## src/rtl/pkg_dtypes.sv

```systemverilog
`default_nettype none
//==============================================================================
// Package : pkg_dtypes
// Desc    : Shared EU datapath types and interconnect tx arbiter constants
// Rev     : 1.0
//==============================================================================
package pkg_dtypes;

    localparam int EXEC_UNIT_ADDR_W = 8;
    localparam int EXEC_UNIT_DATA_W = 16;

    typedef logic [EXEC_UNIT_ADDR_W-1:0] type_exec_unit_addr;
    typedef logic [EXEC_UNIT_DATA_W-1:0] type_exec_unit_data;

    localparam int ICON_TX_ARB_NREQ = 4;
    localparam int ICON_TX_ARB_PTR_W = (ICON_TX_ARB_NREQ > 1) ? $clog2(ICON_TX_ARB_NREQ) : 1;

    typedef logic [ICON_TX_ARB_PTR_W-1:0] type_icon_tx_arb_idx;

endpackage
`default_nettype wire

```

## src/rtl/rr_arbiter.sv

```systemverilog
`default_nettype none
//==============================================================================
// Module : rr_arbiter
// Desc   : Combinational round-robin pick: first set request at or after ptr
// Rev    : 1.0
//==============================================================================
module rr_arbiter #(
    parameter int N = 4,
    parameter int W = 2
) (
    input  logic [N-1:0] req,
    input  logic [W-1:0] ptr,
    output logic         gnt_valid,
    output logic [W-1:0] gnt_idx
);

    // Scan from the farthest offset down so the nearest hit to ptr wins last.
    always_comb begin : p_pick
        int j;
        j         = 0;
        gnt_valid = 1'b0;
        gnt_idx   = '0;
        for (int k = N - 1; k >= 0; k--) begin
            j = int'(ptr) + k;
            if (j >= N) begin
                j = j - N;
            end
            if (req[j]) begin
                gnt_valid = 1'b1;
                gnt_idx   = W'(j);
            end
        end
    end

endmodule
`default_nettype wire

```

## src/rtl/eu_icon_tx_arbiter.sv

```systemverilog
`default_nettype none
//==============================================================================
// Module : eu_icon_tx_arbiter
// Desc   : Shares one EU interconnect tx read port among N_REQ requesters
// Rev    : 1.0
//==============================================================================
module eu_icon_tx_arbiter
    import pkg_dtypes::*;
#(
    parameter int N_REQ = ICON_TX_ARB_NREQ
) (
    input  logic                                         clk,
    input  logic                                         reset_n,
    input  logic                                         flush_i,
    input  logic [N_REQ-1:0]                             req_valid_i,
    input  logic [N_REQ*$bits(type_exec_unit_addr)-1:0]  req_addr_i,
    output logic [N_REQ-1:0]                             resp_valid_o,
    output logic                                         resp_success_o,
    output logic [$bits(type_exec_unit_data)-1:0]        resp_data_o,
    output logic [$bits(type_exec_unit_addr)-1:0]        eu_tx_addr_o,
    output logic                                         eu_tx_req_valid_o,
    input  logic [$bits(type_exec_unit_data)-1:0]        eu_tx_data_i,
    input  logic                                         eu_tx_success_i,
    output logic                                         busy_o
);

    localparam int PTR_W = (N_REQ > 1) ? $clog2(N_REQ) : 1;
    localparam int AW    = $bits(type_exec_unit_addr);

    logic [PTR_W-1:0]   rr_ptr;
    logic [PTR_W-1:0]   gnt_idx;
    logic [PTR_W-1:0]   iss_idx;
    logic [PTR_W-1:0]   rsp_idx;
    logic [N_REQ-1:0]   inflight;
    logic [N_REQ-1:0]   eligible;
    logic [N_REQ-1:0]   gnt_onehot;
    logic [N_REQ-1:0]   rsp_onehot;
    logic               gnt_valid;
    logic               grant;
    logic               iss_valid;
    logic               rsp_valid;
    type_exec_unit_addr iss_addr;
    type_exec_unit_addr gnt_addr;

    assign eligible = req_valid_i & ~inflight;

    rr_arbiter #(
        .N (N_REQ),
        .W (PTR_W)
    ) u_rr_arbiter (
        .req       (eligible),
        .ptr       (rr_ptr),
        .gnt_valid (gnt_valid),
        .gnt_idx   (gnt_idx)
    );

    // A flush cycle never grants, so nothing new escapes the flush.
    assign grant      = gnt_valid & ~flush_i;
    assign gnt_addr   = req_addr_i[int'(gnt_idx)*AW +: AW];
    assign gnt_onehot = grant ? (N_REQ'(1) << gnt_idx) : '0;
    assign rsp_onehot = rsp_valid ? (N_REQ'(1) << rsp_idx) : '0;

    // A0: arbitration and issue register
    always_ff @(posedge clk or negedge reset_n) begin
        if (!reset_n) begin
            rr_ptr    <= '0;
            iss_valid <= 1'b0;
            iss_idx   <= '0;
            iss_addr  <= '0;
        end else if (flush_i) begin
            iss_valid <= 1'b0;
        end else begin
            iss_valid <= grant;
            if (grant) begin
                iss_idx  <= gnt_idx;
                iss_addr <= gnt_addr;
                rr_ptr   <= (gnt_idx == PTR_W'(N_REQ - 1)) ? '0 : gnt_idx + PTR_W'(1);
            end
        end
    end

    // I1: EU answers combinationally; capture it only for a response that will be shown
    always_ff @(posedge clk or negedge reset_n) begin
        if (!reset_n) begin
            rsp_valid      <= 1'b0;
            rsp_idx        <= '0;
            resp_data_o    <= '0;
            resp_success_o <= 1'b0;
        end else if (flush_i) begin
            rsp_valid <= 1'b0;
        end else begin
            rsp_valid <= iss_valid;
            if (iss_valid) begin
                rsp_idx        <= iss_idx;
                resp_data_o    <= eu_tx_data_i;
                resp_success_o <= eu_tx_success_i;
            end
        end
    end

    // Set and clear never hit the same bit: a requester is masked until its R2 ends.
    always_ff @(posedge clk or negedge reset_n) begin
        if (!reset_n) begin
            inflight <= '0;
        end else if (flush_i) begin
            inflight <= '0;
        end else begin
            inflight <= (inflight & ~rsp_onehot) | gnt_onehot;
        end
    end

    assign eu_tx_req_valid_o = iss_valid;
    assign eu_tx_addr_o      = iss_addr;
    assign resp_valid_o      = rsp_onehot;
    assign busy_o            = |inflight;

endmodule
`default_nettype wire

```

## config.mk

```make
export PLATFORM = sky130hd
export DESIGN_NAME = eu_icon_tx_arbiter
export DESIGN_NICKNAME = d
export VERILOG_FILES = /design/src/rtl/pkg_dtypes.sv /design/src/rtl/rr_arbiter.sv /design/src/rtl/eu_icon_tx_arbiter.sv
export SDC_FILE = /design/constraint.sdc
export NUM_CORES = 1
export LEC_CHECK = 0
export BUFFER_PORTS_ARGS = -buffer_cell sky130_fd_sc_hd__clkbuf_2
export CELL_PAD_IN_SITES_DETAIL_PLACEMENT = 0
export CELL_PAD_IN_SITES_GLOBAL_PLACEMENT = 1
export CORE_MARGIN = 2
export CORE_UTILIZATION = 34
export CTS_CLUSTER_DIAMETER = 60
export CTS_CLUSTER_SIZE = 14
export DETAILED_ROUTE_END_ITERATION = 10
export PLACE_DENSITY_LB_ADDON = 0.1
export RECOVER_POWER = 100
export SLEW_MARGIN = 15
export SYNTH_ARGS = -nofsm -noshare
export SYNTH_HDL_FRONTEND = slang
export SYNTH_SLANG_ARGS = --single-unit
```

## constraint.sdc

```tcl
create_clock -name clk -period 2.11 [get_ports clk]
set_input_delay 0.3165 -clock clk [delete_from_list [all_inputs] [get_ports clk]]
set_output_delay 0.3165 -clock clk [all_outputs]
set_load 0.05 [all_outputs]
```

# After elaboration in Yosys (flattened, before gate mapping)
# Cells that the tools add are included.
# word_totals
ff_bits,37
latch_bits,0
mem_bits_rw,0
mem_bits_ro,0
out_inout_bits,31
word_cells,69
memories,0
# op_classes
addsub,8
mul,0
n_div,0
magnitude_cmp,8
n_eq_ne,1
shift,3
muxes,30
bitwise,7
reduce_logical,3
# op_table
cell,n
$lt 32x4->1 const B,4
$mux 32,4
$ge 32x4->1 const B,3
$sub 32x4->32 const B,3
$shiftx 32x6->8,1
$mux 1,14
$mux 4,3
$mux 2,5
$and 4x4->4,2
$bmux 1 s2,4
$not 4->4,2
$shl 1x2->4 const A,2
$add 2x2->3 const B,2
$or 4x4->4,1
$reduce_and 2->1,2
$reduce_or 4->1,1
$sub 2x3->4 const B,1
$add 2x1->3 const B,1
$ge 2x3->1 const B,1
$add 2x1->2 const B,1
$eq 2x2->1 const B,1
$and 1x1->1,1
$not 1->1,1

# Logic depth before layout (Yosys ltp)
# depth
ltp_word,14
depth_mapped,7

# Hierarchy
# A second synthesis with hierarchy kept.
# hier_totals
cells_unflattened,150
area_unflattened_um2,1880.6
# by_module_without_submodules
mod,instances,cells_each,area_per_inst_um2,seq_area_each_um2
eu_icon_tx_arbiter,1,137,1803.0,925.9
rr_arbiter,1,13,77.6,0.0

# Least setup slack after synthesis
# OpenSTA, ideal clock, no wires.
# synth_path
kind,reg-to-reg
start,register rsp_idx[0]
end,register inflight[0]
t_arrival_ps,1871
slack_ps,118
path_stages_with_launch,4
period_less_slack_ps,1992
path_cell_list,dfrtp_1 > nor3b_1 > nand2b_1 > a21oi_1
# synth_via
elab_chain_len,6
# synth_lines
element,line,rtl
"start, declared",eu_icon_tx_arbiter.sv:33,logic [PTR_W-1:0] rsp_idx;
"start signal, assigned",eu_icon_tx_arbiter.sv:94,rsp_idx <= iss_idx;
$shl 1x2->4,eu_icon_tx_arbiter.sv:61,assign rsp_onehot = rsp_valid ? (N_REQ'(1) << rsp_idx) : '0;
$mux 4,eu_icon_tx_arbiter.sv:61,
via resp_valid_o[0],eu_icon_tx_arbiter.sv:17,"output logic [N_REQ-1:0] resp_valid_o,"
$not 4->4,eu_icon_tx_arbiter.sv:108,inflight <= (inflight & ~rsp_onehot) | gnt_onehot;
$and 4x4->4,eu_icon_tx_arbiter.sv:108,
$or 4x4->4,eu_icon_tx_arbiter.sv:108,
$mux 4,eu_icon_tx_arbiter.sv:105,end else if (flush_i) begin
"end signal, assigned",eu_icon_tx_arbiter.sv:108,
"end, declared",eu_icon_tx_arbiter.sv:34,logic [N_REQ-1:0] inflight;
# The timed path passes the listed nets, and every way through them passes these cells.
# A chain may end at the register's enable or synchronous reset.

# Worst setup path in the final report
# layout_path
start,register rr_ptr[0]
end,register inflight[0]
# layout_via
elab_chain_len,14
word_cells_on_any_way,40
cone_classes,7 x add/sub; 4 x order compare; 1 x shift; 26 x mux; 2 x bitwise
# layout_lines
element,line,rtl
"start, declared",eu_icon_tx_arbiter.sv:30,logic [PTR_W-1:0] rr_ptr;
"start signal, assigned",eu_icon_tx_arbiter.sv:77,rr_ptr <= (gnt_idx == PTR_W'(N_REQ - 1)) ? '0 : gnt_idx + PTR_W'(1);
$add 2x2->3,rr_arbiter.sv:24,j = int'(ptr) + k;
$sub 32x4->32 or $ge 32x4->1 (tied branches),"rr_arbiter.sv:26, rr_arbiter.sv:25",
$mux 32,rr_arbiter.sv:25,if (j >= N) begin
$bmux 1 s2,rr_arbiter.sv:28,if (req[j]) begin
$mux 1 (implied by the code) (2 in a row),rr_arbiter.sv:28,
$mux 2 or $mux 1 (tied branches) (4 in a row),rr_arbiter.sv:28,
$shl 1x2->4 or $and 1x1->1 (tied branches),"eu_icon_tx_arbiter.sv:60, eu_icon_tx_arbiter.sv:58",
$mux 4 (*),eu_icon_tx_arbiter.sv:60,assign gnt_onehot = grant ? (N_REQ'(1) << gnt_idx) : '0;
$or 4x4->4 (*),eu_icon_tx_arbiter.sv:108,
$mux 4 (*),eu_icon_tx_arbiter.sv:105,
# Mark *: on every way between the ends. The rest lies on a longest branch, timed or not. The select of a mux whose other input is x is not followed.

==> flow_summary.yaml <==
detailed_routing:
  drcViolationCount: 0
  wirelength_um: 4260
  wl_per_cell_um: 13.5
  drt-pass1-iter-count: 4
  vias: 1496
  vias_per_cell: 4.73
  ant_nets: 0
  drtIter0Drc: 98
setup_path:
  crit_type: "reg -> reg"
  start_kind: "flop"
  critPathArrivalTime_ns: 2.09
  r2r-start: "rr_ptr[0]"
  critPathMaxFanout: 4
  startpoint: "rr_ptr[0]"
  required_ns: 2.31
  cp-end-kind: "flop"
cts:
  clock-root-buffer: "clkbuf_8"
  cts-buffers-inserted: 5
  clk_pin_slew_worst_paths_ns: 0.07
  cts_tree: "yes"
  cts_buffer_depth: 2
  clk_latency_ns: 0.28
  cts_sinks: 37
  htree_levels: 2
finish:
  num_antenna_cells: 0
  final_common_cell: "clkbuf_2"
  nNetsFinal: 303
  mostFrequentLayoutCells: "clkbuf_2 (57), dfrtp_1 (37), clkbuf_1 (32)"
  utilization_pct: 48.3
  syn2layout_area_growth_pct: 38.9
  drive_gt1_share_pct: 39.8
global_route:
  grt-ovfl-total: 0
  grt_usage_pct: 16.0
  grt_max_degree: 38
  grt_pass1_vias: 1527
  grt_pass1_wl_um: 6840
  grt_antenna_before_repair: 0
timing:
  fmax_mhz: 529
  holdWs_ns: 0.161
  final_max_slew_viol_count: 0
  period_share_pct: 89.6
  fin_crit_ns: 1.89
  relSlewSlack_pct: 38.1
  setup_viol: 0
  worstMarginPinSlew_ns: 0.929
  clock_skew_ns: 0.00382
  hold_violations: 0
  rsz0062_at_grt: "false"
synthesis:
  ys_seq_area_share_pct: 53.2
  ys_types: 33
  synth_area_mm2: 0.00174
  syn_area_per_cell_um2: 12.1
  synth_top_area_share_pct: 53.2
  yosys-top-cells-area: "dfrtp_1 (53%), mux2_2 (12%), mux2i_1 (9.2%)"
  synth_nets: 202
  synth-seq-cells: 37
  synth_area_leader_cell: "dfrtp_1"
  postSynthCellCount: 144
  yosysWarnings: 0
placed_design:
  dpl.hpwl_um: 3220
  port_buffers: 86
  globalplace.congestion: 0.710
die:
  die_h_um: 75.6
  coreArea_mm2: 0.00501
  die-area_mm2: 0.00571
  fp.dieW_um: 75.6
  ios: 87
  initial_core_util_pct: 34.8
  rows: 26
power_and_ir_drop:
  fin_total_pwr_mw: 3.51
  p_per_area_mw_per_mm2: 1450
  p_leak_nw: 1.17
  vdd_drop_max_mv: 0.573
outcome:
  status: "finished, final reports clean"
hold_path:
  hold_path.class: "in -> async"
flow_run:
  drv_cap: 0
critical path, stage by stage (launching register included):
cell,delay (ns)
dfrtp_1,0.41
or4b_1,0.58
o21ai_2,0.09
a21oi_2,0.10
clkbuf_4,0.17
or3_1,0.30
a21oi_1,0.15
stage by stage:
stage	setup slack [ns]	std cells	TNS [ns]	instance area, µm²
3_3_place_gp	-0.253	305	-1.21	2310
2_1_floorplan	0.118	144	0	1740
4_1_cts	0.243	316	0	2480
6_report	0.220	316	0	2420
3_5_place_dp	-0.367	305	-1.99	2310
5_1_grt	0.0865	316	0	2420
report_power, final:
group          switching (mW)  internal [mW]  leakage [nW]
sequential              0.147          0.948         0.449
combinational            1.18          0.631         0.667
clock                   0.244          0.355        0.0554
total                    1.58           1.93          1.17
final cells by class:
| cell class | count | area [µm²] |
|---|---|---|
| clock inverter | 2 | 38.8 |
| sequential | 37 | 926 |
| multi-input combinational | 98 | 769 |
| tap | 70 | 87.6 |
| fill | 504 | 2590 |
| clock buffer | 6 | 72.6 |
| inverter | 4 | 15.0 |
| timing repair buffer | 99 | 509 |
per-layer routing:
| layer | routed length, µm | GRT usage (%) |
|---|---|---|
| met5 | 0 | 0 |
| met1 | 1830 | 20.6 |
| met2 | 2080 | 26.4 |
| met4 | 27 | 5.07 |
| met3 | 325 | 4.37 |
Yosys cell counts, drive strengths merged:
cell and instances:
a21boi 1, a21oi 3, a32o 1, a41o 1, and3b 1, buf 4
clkbuf 1, dfrtp 37, ha 2, inv 4, mux2 19, mux2i 16
nand2 21, nand2b 7, nand3 1, nand3b 2, nor2 1, nor2b 2
nor3 2, nor3b 1, o21a 2, o21ai 3, o221ai 8, or3 2
or4 1, or4b 1
flip-flops by register name (all words and copies together) (netlist names):
name,count
iss_idx,2
rsp_idx,2
inflight,4
rsp_valid,1
eu_tx_addr_o,8
resp_data_o,16
resp_success_o,1
eu_tx_req_valid_o,1
rr_ptr,2
kinds of logic after synthesis:
| kind of cell | synth area share [%] |
|---|---|
| buffers and inverters | 2.44 |
| and+or+nand+nor | 12.9 |
| muxes | 21.5 |
| AOI/OAI and AO/OA | 8.62 |
| DFF | 53.2 |
| adders and majority gates | 1.44 |
worst paths after layout:
path	endpoint	slack, ns	cells after the start
setup reg to reg	inflight[0]	0.22	6
setup / recovery	inflight[0]	0.22	6
hold / removal	resp_data_o[0]	0.16	1
min in group clk	resp_data_o[4]	0.26	2
max in group asynchronous	eu_tx_addr_o[7]	1.37	1
hold reg to reg	iss_idx[1]	0.49	2
timing repair:
action,CTS,global route
resized for setup,1,0
setup endpoints to repair,12,0
hold buffers,0,0
buffers inserted,3,0
(Power assumes the default switching activity.)
